## src/rtl/pipeline_stage_elastic.sv

```systemverilog
// Elastic pipeline register carrying PC and instruction between two stages.
// Adds a valid/ready handshake, an optional 2-entry skid buffer, a
// synchronous flush that leaves a bubble (NOP), and a saturating stall counter.
//
// Ports:
//   clock, reset        single clock; asynchronous active-high reset
//   in_valid/in_ready   upstream handshake (in_ready is a flop when SKID=1)
//   pc_in, instr_in     upstream payload
//   flush               synchronous kill of held entries and of this cycle's input
//   out_valid/out_ready downstream handshake
//   pc_out, instr_out   registered payload; 0/NOP while out_valid=0
//   stall_count         saturating count of out_valid & ~out_ready & ~flush cycles
module pipeline_stage_elastic #(
  parameter int unsigned        PC_W    = 32,
  parameter int unsigned        INSTR_W = 32,
  parameter logic [INSTR_W-1:0] NOP     = 32'h00000013,
  parameter bit                 SKID    = 1'b1,
  parameter int unsigned        STALL_W = 16
) (
  input  logic               clock,
  input  logic               reset,
  input  logic               in_valid,
  output logic               in_ready,
  input  logic [PC_W-1:0]    pc_in,
  input  logic [INSTR_W-1:0] instr_in,
  input  logic               flush,
  output logic               out_valid,
  input  logic               out_ready,
  output logic [PC_W-1:0]    pc_out,
  output logic [INSTR_W-1:0] instr_out,
  output logic [STALL_W-1:0] stall_count
);

  typedef enum logic [1:0] {EMPTY, BUSY, FULL} state_t;

  state_t             state, state_nxt;
  logic [PC_W-1:0]    main_pc, main_pc_nxt, skid_pc, skid_pc_nxt;
  logic [INSTR_W-1:0] main_instr, main_instr_nxt, skid_instr, skid_instr_nxt;
  logic               valid_q, ready_q;
  logic [STALL_W-1:0] stall_q;
  logic               in_xfer, out_xfer;

  // State and datapath registers. valid/ready flags are registered from the
  // next state so neither output has a combinational path from out_ready
  // (when SKID=1). Entries are cleared when vacated, so the payload outputs
  // read 0/NOP directly from the flops whenever the stage is empty.
  always_ff @(posedge clock or posedge reset) begin
    if (reset) begin
      state      <= EMPTY;
      main_pc    <= '0;
      main_instr <= NOP;
      skid_pc    <= '0;
      skid_instr <= NOP;
      valid_q    <= 1'b0;
      ready_q    <= 1'b1;
      stall_q    <= '0;
    end else begin
      state      <= state_nxt;
      main_pc    <= main_pc_nxt;
      main_instr <= main_instr_nxt;
      skid_pc    <= skid_pc_nxt;
      skid_instr <= skid_instr_nxt;
      valid_q    <= (state_nxt != EMPTY);
      ready_q    <= (state_nxt != FULL);
      if (valid_q && !out_ready && !flush && (stall_q != '1))
        stall_q <= stall_q + 1'b1;
    end
  end

  // Next-state and datapath update.
  always_comb begin
    state_nxt      = state;
    main_pc_nxt    = main_pc;
    main_instr_nxt = main_instr;
    skid_pc_nxt    = skid_pc;
    skid_instr_nxt = skid_instr;
    in_xfer        = in_valid & in_ready;
    out_xfer       = valid_q & out_ready;
    if (flush) begin
      state_nxt      = EMPTY;
      main_pc_nxt    = '0;
      main_instr_nxt = NOP;
      skid_pc_nxt    = '0;
      skid_instr_nxt = NOP;
    end else begin
      unique case (state)
        EMPTY: begin
          if (in_xfer) begin
            main_pc_nxt    = pc_in;
            main_instr_nxt = instr_in;
            state_nxt      = BUSY;
          end
        end
        BUSY: begin
          if (in_xfer && out_xfer) begin
            main_pc_nxt    = pc_in;
            main_instr_nxt = instr_in;
          end else if (in_xfer) begin
            // Only reachable with SKID=1: in_ready is combinationally low
            // otherwise whenever out_ready=0 in BUSY.
            skid_pc_nxt    = pc_in;
            skid_instr_nxt = instr_in;
            state_nxt      = FULL;
          end else if (out_xfer) begin
            main_pc_nxt    = '0;
            main_instr_nxt = NOP;
            state_nxt      = EMPTY;
          end
        end
        FULL: begin
          if (out_ready) begin
            main_pc_nxt    = skid_pc;
            main_instr_nxt = skid_instr;
            skid_pc_nxt    = '0;
            skid_instr_nxt = NOP;
            state_nxt      = BUSY;
          end
        end
        default: state_nxt = EMPTY;
      endcase
    end
  end

  // Outputs.
  always_comb begin
    in_ready    = SKID ? ready_q : (~valid_q | out_ready);
    out_valid   = valid_q;
    pc_out      = main_pc;
    instr_out   = main_instr;
    stall_count = stall_q;
  end

endmodule

```

## config.mk

```make
export PLATFORM = sky130hd
export DESIGN_NAME = pipeline_stage_elastic
export DESIGN_NICKNAME = d
export VERILOG_FILES = /design/src/rtl/pipeline_stage_elastic.sv
export SDC_FILE = /design/constraint.sdc
export NUM_CORES = 1
export LEC_CHECK = 0
export CAP_MARGIN = 20
export CORE_MARGIN = 3
export CORE_UTILIZATION = 40
export DETAILED_ROUTE_END_ITERATION = 8
export DONT_BUFFER_PORTS = 1
export GPL_ROUTABILITY_DRIVEN = 0
export PLACE_DENSITY = 0.58
export SYNTH_ARGS = -nofsm -noshare
export SYNTH_HDL_FRONTEND = slang
export SYNTH_SLANG_ARGS = --single-unit
```

## constraint.sdc

```tcl
create_clock -name clock -period 4.4 [get_ports clock]
set_input_delay 0 -clock clock [delete_from_list [all_inputs] [get_ports clock]]
set_output_delay 0 -clock clock [all_outputs]
set_load 0.02 [all_outputs]
```

==> results.sh, run 1 <==
export IMPL_rrSetupSlack_ps=1660
export IMPL_final_cells=923
export IMPL_dpl_cell_count=797
export IMPL_syn_inst=612
export IMPL_crit_path_start="state[0]"
export IMPL_yosysWarnings=0
export IMPL_fill_cells=1474
export IMPL_outcome="completed"
export IMPL_fmax_ghz=0.365
export IMPL_fin_ws_ps=1660
export IMPL_cts_resized=0
export IMPL_critPathKind="reg2reg"
export IMPL_start_util_pct=41.7
export IMPL_wl_met1_mm=7.56
export IMPL_finalPower_w=0.00401
export IMPL_clkSlewWorstSetupHoldPaths_ps=60
export IMPL_synth_ff_type="dfrtp_1"
export IMPL_hold_violations=0
export IMPL_reg2reg_to="instr_out[30]"
export IMPL_r2r_start="state[0]"
export IMPL_port_buffers=0
export IMPL_setup_tns_ps=0
export IMPL_rsz0062_at_grt="false"
export IMPL_dpl_instance_area_um2=7010
export IMPL_final_period_utilization_pct=62.3
export IMPL_wl_met3_mm=1.37
export IMPL_peakVddDrop_mv=0.267
export IMPL_worst_setup_path_start_kind="flip-flop"
export IMPL_cts_buffers=17
export IMPL_cts_tree="done"
export IMPL_synth_seq_area_share_pct=54.9
export IMPL_core_um2=16200
export IMPL_hold_path_class="in2reg"
export IMPL_r2r_cells=7
export IMPL_drtPass1Iterations=5
export IMPL_dpl_hpwl_mm=10.9
export IMPL_gr_total_overflow=0
export IMPL_drv_cap=0
export IMPL_max_slew_margin_pct=36.3
export IMPL_ios=151
export IMPL_via_count=5090
export IMPL_via_per_inst=5.51
export IMPL_wl_met2_mm=8.68
export IMPL_max_stage_delay_ps=660
export IMPL_antenna_found_initial=0
export IMPL_area_delta_synth_final_pct=26.2
export IMPL_wl_mm=17.8
export IMPL_arrival_ps=3070
export IMPL_drtIter0Drc=279
export IMPL_die_height_um=136
export IMPL_highest_layer="met4"
export IMPL_rows=46
export IMPL_clock_latency_ps=420
export IMPL_clockBufferDepth=2
export IMPL_grt_pass1_vias=5571
export IMPL_drc=0
export IMPL_nets=770
export IMPL_die_area_um2=18500
export IMPL_pre_cts_slack_ps=1680
export IMPL_root_buffer="clkbuf_16"
export IMPL_grt_pass1_wl_mm=29.0
export IMPL_grt_use_total_pct=19.8
export IMPL_fin_area_um2=8540
export IMPL_syn_area_um2=6760
export IMPL_drive_above_1_share_pct=8.91
export IMPL_leakage_nw=3.88
export IMPL_clock_sinks=148
export IMPL_layout_commonest_cell="dfrtp_1"
export IMPL_mostFrequentLayoutCells="dfrtp_1 (141), dlygate4sd3_1 (96), nand2_1 (73)"
export IMPL_wl_per_cell_um=19.2
export IMPL_cp_endpoint="instr_out[30]"
export IMPL_finalSetupViolCount=0
export IMPL_slew_viol_final=0
export IMPL_diodes=0
export IMPL_powerDensity_nw_per_um2=470
export IMPL_htree_num_levels=4
export IMPL_ant_nets=0
export IMPL_worst_slew_pin_slew_ps=956
export IMPL_synth_edff_count=0
export IMPL_synth_distinct_cells=45
export IMPL_fin_skew_ps=7.81
export IMPL_critPathCaptureType="flip-flop"
export IMPL_dieWidth_um=136
export IMPL_crit_slowest_cell="a31oi_4"
export IMPL_grt_max_degree=107
export IMPL_crit_chain="inv_1 -> ha_1 -> o21ba_2 -> or2_2 -> a31oi_4 -> buf_12 -> o2bb2ai_1"
export IMPL_synth_avg_cell_area_um2=11.0
export IMPL_min_period_ps=2740
export IMPL_cp_max_fo=43
export IMPL_crit_required_ps=4720
export IMPL_ys_seq_elements=148
export IMPL_synth_fp_nets=686
export IMPL_async_reset_ff_share_pct=100
==> worst min-delay path by stage <==
stage | from | to | slack [ps] | cells after the start
global placement | reset | skid_instr[28] | 130 | 1
detailed placement | instr_in[8] | skid_instr[8] | 140 | 2
global route | flush | skid_instr[24] | 20 | 3
finish | flush | skid_instr[18] | 40 | 3
floorplan | instr_in[10] | skid_instr[10] | 130 | 2
CTS | flush | skid_instr[24] | 10 | 3
==> cell families after synthesis <==
logic type / synth area share (%)
simple gates: 8.44
mux: 9.86
compound gates: 17.5
fa+ha+maj: 0.925
xor+xnor: 1.68
flops: 54.9
buf+inv: 6.74
==> synth_stat cells, drive strengths merged, types with 4 or more instances <==
master,instances,area [um2]
a21oi,4,20.0
a22oi,67,503
buf,15,87.6
clkbuf,26,97.6
dfrtp,141,3530
dfstp,7,184
ha,5,62.6
inv,72,270
mux2,5,56.3
mux2i,61,611
nand2,73,274
nand3,6,30.0
nand4,7,43.8
nor2,6,22.5
nor3,6,30.0
nor4,5,52.6
o21ai,4,20.0
o2bb2ai,61,534
or3,4,25.0
xnor2,6,52.6
xor2,7,61.3
==> per-stage QoR <==
step                      hold WS, ps  utilization, %
final                            35.4            52.6
after global routing             21.0            52.6
after CTS                        10.8            52.6
after detailed placement          139            43.2
after global placement            132            43.0
after floorplan                   134               -
==> where the power goes <==
| group | total (W) | internal, W | switching, W |
|---|---|---|---|
| Sequential | 0.00190 | 0.00157 | 0.000324 |
| Combinational | 0.000731 | 0.000308 | 0.000423 |
| Clock | 0.00138 | 0.000827 | 0.000554 |
| Total | 0.00401 | 0.00271 | 0.00130 |
==> critical path: cells and delay by family (launching register included) <==
family,cells,cell delay [ps]
compound gates,3,1100
fa+ha+maj,1,360
buf+inv,2,420
flops,1,440
simple gates,1,300
==> per-layer routing <==
| metal | vias up | track usage [%] |
|---|---|---|
| li1 | 2329 | - |
| met5 | - | 0 |
| met3 | 11 | 6.70 |
| met1 | 2601 | 24.8 |
| met2 | 149 | 32.6 |
| met4 | 0 | 5.94 |
==> flip-flops by register name, summed over array words and instances, names as in the netlist <==
signal,flops
skid_instr,32
skid_pc,32
state,2
in_ready,1
out_valid,1
pc_out,32
stall_count,16
instr_out,32
==> cell type report <==
type                       count  area (um2)  share of cell area, %
tap                          216         270                   3.17
clock buffer                  21         480                   5.63
sequential                   148        3710                   43.5
clock inverter                 9        80.1                  0.938
inverter                      72         275                   3.22
timing repair buffer         106        1070                   12.5
multi-input combinational    351        2650                   31.0
==> timing repair <==
action                     CTS  global route
hold endpoints to repair   237             0
hold buffers                96             0
setup buffers                0             0
setup endpoints to repair    0             0
(Power assumes the default switching activity.)
==> run 2, diff against run 1 <==
Settings changed: PLACE_DENSITY 0.58 to 0.6.
Clock period 4.4 ns to 2.5 ns, I/O delays scaled along.
==> results.sh, run 2 (synthesized netlist as in run 1, its figures left out) <==
export IMPL_min_period_ps=2230
export IMPL_die_height_um=136
export IMPL_max_slew_margin_pct=39.7
export IMPL_grt_pass1_vias=5340
export IMPL_grt_use_total_pct=18.8
export IMPL_htree_num_levels=4
export IMPL_fin_skew_ps=12.3
export IMPL_drv_cap=0
export IMPL_crit_required_ps=2830
export IMPL_area_delta_synth_final_pct=23.4
export IMPL_drtIter0Drc=338
export IMPL_start_util_pct=41.7
export IMPL_die_area_um2=18500
export IMPL_dpl_cell_count=803
export IMPL_grt_pass1_wl_mm=27.7
export IMPL_via_per_inst=5.64
export IMPL_fmax_ghz=0.448
export IMPL_hold_path_class="in2reg"
export IMPL_leakage_nw=3.85
export IMPL_hold_depth=4
export IMPL_drive_above_1_share_pct=10.0
export IMPL_wl_per_cell_um=18.7
export IMPL_outcome="completed"
export IMPL_clkSlewWorstSetupHoldPaths_ps=60
export IMPL_clock_sinks=148
export IMPL_critPathKind="reg2reg"
export IMPL_mostFrequentLayoutCells="dfrtp_1 (141), nand2_1 (73), inv_1 (71)"
export IMPL_fill_cells=1461
export IMPL_ios=151
export IMPL_final_cells=904
export IMPL_arrival_ps=2560
export IMPL_slew_viol_final=0
export IMPL_r2r_cells=7
export IMPL_root_buffer="clkbuf_16"
export IMPL_ctsHoldBuffers=69
export IMPL_cts_tree="done"
export IMPL_cp_max_fo=25
export IMPL_rsz0062_at_grt="false"
export IMPL_cts_resized=0
export IMPL_core_um2=16200
export IMPL_clock_latency_ps=420
export IMPL_critPathCaptureType="flip-flop"
export IMPL_nets=749
export IMPL_cts_buffers=17
export IMPL_ff_latch_area_um2=3710
export IMPL_hold_violations=0
export IMPL_powerDensity_nw_per_um2=829
export IMPL_final_period_utilization_pct=89.4
export IMPL_peakVddDrop_mv=0.617
export IMPL_drtPass1Iterations=5
export IMPL_worst_setup_path_start_kind="flip-flop"
export IMPL_rows=46
export IMPL_drc=0
export IMPL_dieWidth_um=136
export IMPL_worst_slew_pin_slew_ps=905
export IMPL_multiInputGateArea_um2=2650
export IMPL_layout_commonest_cell="dfrtp_1"
export IMPL_port_buffers=0
export IMPL_fin_hold_ws_ps=29.5
export IMPL_wl_mm=16.9
export IMPL_clockBufferDepth=2
export IMPL_grt_max_degree=79
export IMPL_diodes=0
export IMPL_via_count=5100
export IMPL_postCtsSetupRepairBufs=0
export IMPL_finalPower_w=0.00692
export IMPL_antenna_found_initial=0
export IMPL_finalSetupViolCount=0
export IMPL_gr_total_overflow=0
export IMPL_ant_nets=0
export IMPL_setup_tns_ps=0
export IMPL_dpl_hpwl_mm=10.7
[run 2: cell types whose count changed in the layout (fill, tap and decap cells not counted), sizes merged, moves of 2 or more]
cell and delta:
dlygate4sd3 -27, clkinvlp -2, buf +6, clkinv +5
[run 2: area by class of cell]
| cell class | instances | area share, % |
|---|---|---|
| clock buffer | 20 | 5.35 |
| clock inverter | 12 | 0.975 |
| inverter | 72 | 3.28 |
| multi-input combinational | 351 | 31.7 |
| sequential | 148 | 44.5 |
| tap | 216 | 3.24 |
| timing repair buffer | 85 | 10.9 |
[run 2: path summary, 6_finish.rpt]
kind,from,end,slack [ps]
hold reg to reg,skid_pc[0],skid_pc[0],530
max in group asynchronous,reset,skid_pc[12],1500
hold / removal,flush,skid_pc[28],30
setup reg to reg,state[0],skid_instr[9],270
setup / recovery,state[0],skid_instr[9],270
min in group asynchronous,reset,instr_out[6],190
[run 2: routing by layer]
layer / vias up / share of wire [%] / GRT usage [%] / wire length [um]
met3: 13 / 8.1 / 6.74 / 1370
li1: 2284 / - / - / -
met1: 2638 / 43 / 24.3 / 7230
met4: 0 / 0.93 / 4.82 / 156
met5: - / 0 / 0 / 0
met2: 165 / 48 / 30.0 / 8100
[run 2: report_power, final]
part           switching, W  total (W)  internal [W]
Clock               0.00101    0.00231       0.00129
Combinational      0.000744    0.00129      0.000542
Sequential         0.000552    0.00332       0.00277
Total               0.00231    0.00692       0.00461
[run 2: through the flow]
step           util [%]  instance area, um2  setup slack (ps)
3_3_place_gp       43.9                7130               372
2_1_floorplan         -                6770               498
5_1_grt            51.4                8340               133
6_report           51.4                8340               265
4_1_cts            51.4                8340               251
3_5_place_dp       43.9                7130               252
[run 2: critical path, stage by stage (launching register included)]
cell and delay (ps):
dfrtp_1 430, inv_1 120, ha_1 420, nor4_1 160, a311oi_4 330, buf_12 220
buf_12 230, mux2i_1 230
